### config.mk
export PLATFORM = sky130hd
export DESIGN_NAME = rx_test_sequencer
export DESIGN_NICKNAME = d
export VERILOG_FILES = /design/src/rtl/rx_test_sequencer.sv
export SDC_FILE = /design/constraint.sdc
export NUM_CORES = 1
export LEC_CHECK = 0
export ABC_CLOCK_PERIOD_IN_PS = 2550
export CORE_UTILIZATION = 40
export CTS_CLUSTER_SIZE = 28
export DETAILED_ROUTE_END_ITERATION = 12
export SYNTH_ARGS = -nofsm -noshare
export SYNTH_HDL_FRONTEND = slang
export SYNTH_SLANG_ARGS = --single-unit
### constraint.sdc
create_clock -name clk -period 2.55 [get_ports clk]
set_input_delay 0.255 -clock clk [delete_from_list [all_inputs] [get_ports clk]]
set_output_delay 0.255 -clock clk [all_outputs]
set_load 0.01 [all_outputs]
### src/rtl/rx_test_sequencer.sv
// rx_test_sequencer: runs one BER measurement on the receive bit path under
// UART command control, then returns an 8-byte result frame over valid/ready.
// Frame: A5, err_count[23:0], bit_cnt[23:0], XOR of the 6 payload bytes.
// Optional build macro RX_SEQ_ALIGN_EN adds a HUNT state that waits until
// the incoming bit stream lines up with the pattern before counting starts.
module rx_test_sequencer #(
  parameter int                   CNT_W       = 20,
  parameter int                   PATTERN_W   = 8,
  parameter logic [PATTERN_W-1:0] DEF_PATTERN = 8'h55,
  parameter logic [CNT_W-1:0]     DEF_COUNT   = 20'd900000,
  parameter int                   ARG_TO      = 25000
) (
  input  logic             clk,
  input  logic             rst,
  input  logic             from_uart_valid,
  input  logic [7:0]       from_uart_data,
  input  logic             bit_valid,
  input  logic             bit_data,
  output logic [7:0]       to_uart_data,
  output logic             to_uart_valid,
  input  logic             to_uart_ready,
  output logic             busy,
  output logic             done,
  output logic [CNT_W-1:0] err_count
);

  localparam logic [7:0] CMD_P   = 8'h50;
  localparam logic [7:0] CMD_C   = 8'h43;
  localparam logic [7:0] CMD_S   = 8'h53;
  localparam logic [7:0] CMD_A   = 8'h41;
  localparam logic [7:0] HEADER  = 8'hA5;
  localparam int         IDX_W   = (PATTERN_W > 1) ? $clog2(PATTERN_W) : 1;
  localparam int         TO_W    = $clog2(ARG_TO + 1);
  localparam logic [IDX_W-1:0] LAST_IDX = IDX_W'(PATTERN_W - 1);

  typedef enum logic [2:0] {
    ST_IDLE,
    ST_ARG,
`ifdef RX_SEQ_ALIGN_EN
    ST_HUNT,
`endif
    ST_RUN,
    ST_SEND
  } state_t;

  state_t               state;
  logic [PATTERN_W-1:0] pattern;
  logic [CNT_W-1:0]     max_count;
  logic [CNT_W-1:0]     bit_cnt;
  logic [IDX_W-1:0]     bit_idx;
  logic                 arg_is_cnt;  // 1: collecting 'C' bytes, 0: 'P' byte
  logic [1:0]           arg_left;    // argument bytes still expected
  logic [15:0]          arg_buf;     // earlier argument bytes, oldest first
  logic [TO_W-1:0]      to_cnt;
  logic [3:0]           byte_idx;    // frame bytes loaded into to_uart_data
`ifdef RX_SEQ_ALIGN_EN
  logic [PATTERN_W-1:0] hunt_sr;
  logic [PATTERN_W-1:0] hunt_sr_next;
`endif

  logic             abort;
  logic             exp_bit;
  logic [CNT_W-1:0] bit_cnt_inc;
  logic [23:0]      err24;
  logic [23:0]      cnt24;
  logic [7:0]       checksum;
  logic [7:0]       frame_byte;

  assign abort       = from_uart_valid && (from_uart_data == CMD_A);
  assign exp_bit     = pattern[LAST_IDX - bit_idx];
  assign bit_cnt_inc = bit_cnt + 1'b1;
  assign err24       = 24'(err_count);
  assign cnt24       = 24'(bit_cnt);
  assign checksum    = err24[23:16] ^ err24[15:8] ^ err24[7:0] ^
                       cnt24[23:16] ^ cnt24[15:8] ^ cnt24[7:0];
`ifdef RX_SEQ_ALIGN_EN
  assign hunt_sr_next = {hunt_sr[PATTERN_W-2:0], bit_data};
`endif

  // Select the frame byte that will be loaded next.
  always_comb begin
    // NOTE: give every always_comb output a default first so no path leaves it
    // unassigned; otherwise synthesis infers a latch.
    frame_byte = checksum;
    case (byte_idx[2:0])
      3'd0:    frame_byte = HEADER;
      3'd1:    frame_byte = err24[23:16];
      3'd2:    frame_byte = err24[15:8];
      3'd3:    frame_byte = err24[7:0];
      3'd4:    frame_byte = cnt24[23:16];
      3'd5:    frame_byte = cnt24[15:8];
      3'd6:    frame_byte = cnt24[7:0];
      default: frame_byte = checksum;
    endcase
  end

  // Command parser, measurement FSM and frame transmitter with registered outputs.
  always_ff @(posedge clk) begin
    // NOTE: sequential state uses non-blocking (<=) so every register samples
    // the pre-edge values, independent of statement order in this block.
    if (rst) begin
      state         <= ST_IDLE;
      pattern       <= DEF_PATTERN;
      max_count     <= DEF_COUNT;
      bit_cnt       <= '0;
      bit_idx       <= '0;
      err_count     <= '0;
      arg_is_cnt    <= 1'b0;
      arg_left      <= '0;
      arg_buf       <= '0;
      to_cnt        <= '0;
      byte_idx      <= '0;
      to_uart_data  <= '0;
      to_uart_valid <= 1'b0;
      busy          <= 1'b0;
      done          <= 1'b0;
`ifdef RX_SEQ_ALIGN_EN
      hunt_sr       <= '0;
`endif
    end else begin
      done <= 1'b0;
      case (state)
        ST_IDLE: begin
          if (from_uart_valid) begin
            case (from_uart_data)
              CMD_P: begin
                state      <= ST_ARG;
                busy       <= 1'b1;
                arg_is_cnt <= 1'b0;
                arg_left   <= 2'd1;
                to_cnt     <= '0;
              end
              CMD_C: begin
                state      <= ST_ARG;
                busy       <= 1'b1;
                arg_is_cnt <= 1'b1;
                arg_left   <= 2'd3;
                to_cnt     <= '0;
              end
              CMD_S: begin
                if (max_count != '0) begin
                  bit_cnt   <= '0;
                  err_count <= '0;
                  bit_idx   <= '0;
                  busy      <= 1'b1;
`ifdef RX_SEQ_ALIGN_EN
                  hunt_sr   <= '0;
                  state     <= ST_HUNT;
`else
                  state     <= ST_RUN;
`endif
                end
              end
              default: ;
            endcase
          end
        end

        ST_ARG: begin
          if (from_uart_valid) begin
            to_cnt  <= '0;
            arg_buf <= {arg_buf[7:0], from_uart_data};
            if (arg_left == 2'd1) begin
              if (arg_is_cnt) max_count <= CNT_W'({arg_buf, from_uart_data});
              else            pattern   <= PATTERN_W'(from_uart_data);
              state <= ST_IDLE;
              busy  <= 1'b0;
            end else begin
              arg_left <= arg_left - 2'd1;
            end
          end else if (to_cnt == TO_W'(ARG_TO - 1)) begin
            // Argument stream stalled: drop the partial argument.
            state <= ST_IDLE;
            busy  <= 1'b0;
          end else begin
            to_cnt <= to_cnt + 1'b1;
          end
        end

`ifdef RX_SEQ_ALIGN_EN
        ST_HUNT: begin
          if (abort) begin
            state <= ST_IDLE;
            busy  <= 1'b0;
          end else if (bit_valid) begin
            hunt_sr <= hunt_sr_next;
            if (hunt_sr_next == pattern) begin
              state   <= ST_RUN;
              bit_idx <= '0;
            end
          end
        end
`endif

        ST_RUN: begin
          if (abort) begin
            state <= ST_IDLE;
            busy  <= 1'b0;
          end else if (bit_valid) begin
            bit_cnt <= bit_cnt_inc;
            bit_idx <= (bit_idx == LAST_IDX) ? '0 : bit_idx + 1'b1;
            if (bit_data != exp_bit) err_count <= err_count + 1'b1;
            if (bit_cnt_inc == max_count) begin
              state    <= ST_SEND;
              byte_idx <= '0;
            end
          end
        end

        ST_SEND: begin
          if (abort) begin
            state         <= ST_IDLE;
            busy          <= 1'b0;
            to_uart_valid <= 1'b0;
          end else if (!to_uart_valid) begin
            to_uart_data  <= frame_byte;
            to_uart_valid <= 1'b1;
            byte_idx      <= byte_idx + 1'b1;
          end else if (to_uart_ready) begin
            if (byte_idx == 4'd8) begin
              to_uart_valid <= 1'b0;
              done          <= 1'b1;
              busy          <= 1'b0;
              state         <= ST_IDLE;
            end else begin
              to_uart_data <= frame_byte;
              byte_idx     <= byte_idx + 1'b1;
            end
          end
        end

        default: begin
          state <= ST_IDLE;
          busy  <= 1'b0;
        end
      endcase
    end
  end

endmodule
==> flow_summary.yaml <==
synthesis:
  yosysMostFrequentCell: "dfxtp_1"
  ys_warn_count: 0
  netlist_top_cells_area: "dfxtp_1 34%, xnor2_1 7.4%, nand2_1 5.9%"
  synth.distinct_cells: 75
  avgSynthCellArea_um2: 8.06
  synth_edf_count: 0
  synth_ff_type: "dfxtp_1"
  yosysTopAreaCell: "dfxtp_1"
  synth_top_area_share_pct: 34.2
  ys_async_sr_fraction_pct: 0
  synth_nets: 882
  yosys-top-cells-count: "118 x dfxtp_1, 109 x nand2_1, 86 x nor2_1"
  ys_ff_latch: 118
  syn_area_um2: 6910
  yosysSeqAreaShare_pct: 34.2
  syn_inst: 857
layout:
  fin_area_um2: 8710
  areaGrowthSynthToFinish_pct: 26.2
  postLayoutCoreUtil_pct: 52.2
  ff_latch_area_um2: 2360
  drive_gt1_share_pct: 17.1
  nNetsFinal: 979
  fillCellCount: 1609
  instances_no_fill: 1185
  diodes: 0
  multi_input_area_um2: 4220
setup_path:
  cpMostUsedCell: "buf_4"
  crit_start: "bit_cnt[0]"
  max_stage_delay_ns: 0.33
  r2r_start: "bit_cnt[0]"
  crit_slowest_cell: "dfxtp_2"
  crit_family: "buffers and inverters"
  path_cells: "ha_2, nand3_2, buf_6, buf_4, buf_4, nor3_4, buf_6, mux2i_1, mux2i_1, nand4_1, o21ai_1, buf_4, o31ai_1"
  critPathKind: "flop to flop"
  cp-end-kind: "flop"
  crit_buf_inv: 5
  required_ns: 2.82
  cp_max_fo: 4
  critPathLaunchType: "flop"
  arrival_ns: 2.71
global_route:
  grt-ovfl-total: 0
  grt_max_degree: 41
  track_usage_pct: 22.6
  antenna_found_initial: 0
  grt_pass1_vias: 6007
  grt_pass1_wl_mm: 31.6
power:
  pwr-share-clk_pct: 52.9
  p_leak_nw: 3.15
  power_frac_seq_pct: 43.8
  power.density_nw_per_um2: 486
  p_comb_share_pct: 3.3
  peakVddDrop_mv: 0.461
  p_switching_mw: 0.896
  swShare_pct: 21.2
  internal_power_mw: 3.34
clock_network:
  clockRootBuffer: "clkbuf_16"
  htree_levels: 4
  clk_latency_ns: 0.42
  clk_pin_slew_ns: 0.06
  cts_sinks: 118
  cts.hold.buffers_added: 0
  cts_buffers: 17
  clockBufferDepth: 2
  cts_tree: "yes"
floorplanning:
  io-pin-count: 45
  initial_utilization_pct: 41.3
  die-height_um: 133
  die_area_um2: 17800
  rows: 47
  die_x_um: 133
  core_um2: 16700
routing:
  drc_errors: 0
  dr.pass1.iters: 5
  drt-initial-drc-count: 539
  ant_nets: 0
  via_per_inst: 5.46
  dr_total_vias: 6470
  drt-total-wl_mm: 19.3
  avgRoutedWirePerCell_um: 16.3
timing:
  min_period_over_period_pct: 95.8
  finalSetupViolCount: 0
  clock_skew_ns: 0.00828
  worstMarginPinSlew_ns: 0.806
  layout_setup_ws_ns: 0.108
  hold-worst-slack_ns: 0.409
  slew_violations: 0
  fin_crit_ns: 2.44
  fmax_ghz: 0.410
  maxSlewHeadroom_pct: 46.1
  hold_viol: 0
min_path:
  hold_class: "input port to flop"
  min_from: "rst"
placement:
  port_buffers: 44
  postPlaceCellArea_um2: 8100
  dp_hpwl_mm: 14.1
  dp_cells: 1152
  dpl_worst_slack_ns: -0.220
  finalWeightedCongestion: 0.860
flow_run:
  max_cap_viol_count: 0
outcome:
  status: "finished, final reports clean"
[cell type report]
class,count,area share [%]
clock inverter,3,0.488
multi-input combinational,654,48.4
timing repair buffer,145,14.2
sequential,118,27.1
inverter,18,0.775
tap,220,3.16
clock buffer,27,5.77
[cell families after synthesis]
logic type / Yosys count / share of synthesized area [%]
adder cells (fa/ha/maj): 11 / 1.99
buffers and inverters: 85 / 5.20
XOR/XNOR: 87 / 11.0
AO/OA/AOI/OAI: 171 / 16.0
multiplexers: 24 / 3.95
flip-flops: 118 / 34.2
AND/OR/NAND/NOR: 361 / 27.6
[placed cells by master, fill, tap and decap left out, types with 6 or more instances in the layout]
cell type / instances
dfxtp_1: 116
nand2_1: 109
buf_4: 96
nor2_1: 86
a21oi_1: 76
xnor2_1: 58
clkdlybuf4s50_1: 43
xor2_1: 29
o21ai_0: 28
nand3_1: 21
inv_1: 18
clkbuf_16: 17
nand4_1: 16
nand3b_1: 15
or3_1: 15
mux2i_1: 15
nor4_1: 12
nor2b_1: 11
nand2b_1: 10
ha_1: 10
and3_1: 9
a221oi_1: 9
nor3_1: 9
nand4b_1: 8
nor3_2: 7
a222oi_1: 6
a211oi_1: 6
mux2_2: 6
a31oi_1: 6
clkbuf_1: 6
[power groups by stage]
stage          Sequential, mW  Combinational (mW)  Clock, mW
3_3_place_gp             1.89               0.138          0
5_1_grt                  1.85               0.149       2.37
4_1_cts                  1.85               0.139       2.29
6_report                 1.85               0.139       2.24
2_1_floorplan            1.89              0.0656          0
3_5_place_dp             1.89               0.138          0
[worst register-to-register path, delay by kind of cell, from the launching register on]
kind / cells / cell delay [ns]
and+or+nand+nor: 3 / 0.52
buffers and inverters: 5 / 0.72
DFF: 1 / 0.33
adders and majority gates: 1 / 0.20
AOI/OAI and AO/OA: 2 / 0.25
muxes: 2 / 0.27
[path summary, 6_finish.rpt]
kind	endpoint	slack [ns]	cells after the start
worst max-delay path	byte_idx[0]	0.11	13
worst min-delay path	to_cnt[1]	0.41	2
worst max register to register	byte_idx[0]	0.11	13
worst min register to register	arg_buf[4]	0.46	2
[what timing repair did]
| action | 4_1_cts | 5_1_grt |
|---|---|---|
| setup buffers | 1 | 2 |
| gates resized for setup | 2 | 10 |
| setup endpoints to repair | 3 | 6 |
| pin swaps | 3 | 5 |
[metrics by stage]
stage / total power [mW] / setup TNS [ns]
after global placement: 2.03 / -3.85
after floorplan: 1.96 / 0
after global routing: 4.38 / -0.0805
final: 4.23 / 0
after CTS: 4.28 / 0
after detailed placement: 2.03 / -4.63
[state kept, by name (all words and copies together) (netlist names)]
register,flops
bit_idx,3
busy,1
pattern,8
arg_buf,12
state,2
to_cnt,15
arg_left,2
max_count,20
done,1
err_count,20
byte_idx,4
bit_cnt,20
to_uart_valid,1
to_uart_data,8
arg_is_cnt,1
[layer usage]
layer	global-route usage, %	up-vias	part of all wire (%)	routed length, µm
met5	0	-	0	0
met4	9.41	0	2.3	439
met3	4.07	40	4.5	869
met2	35.5	173	46	8790
met1	30.5	3042	48	9200
li1	-	3215	-	-
(Power assumes the default switching activity.)
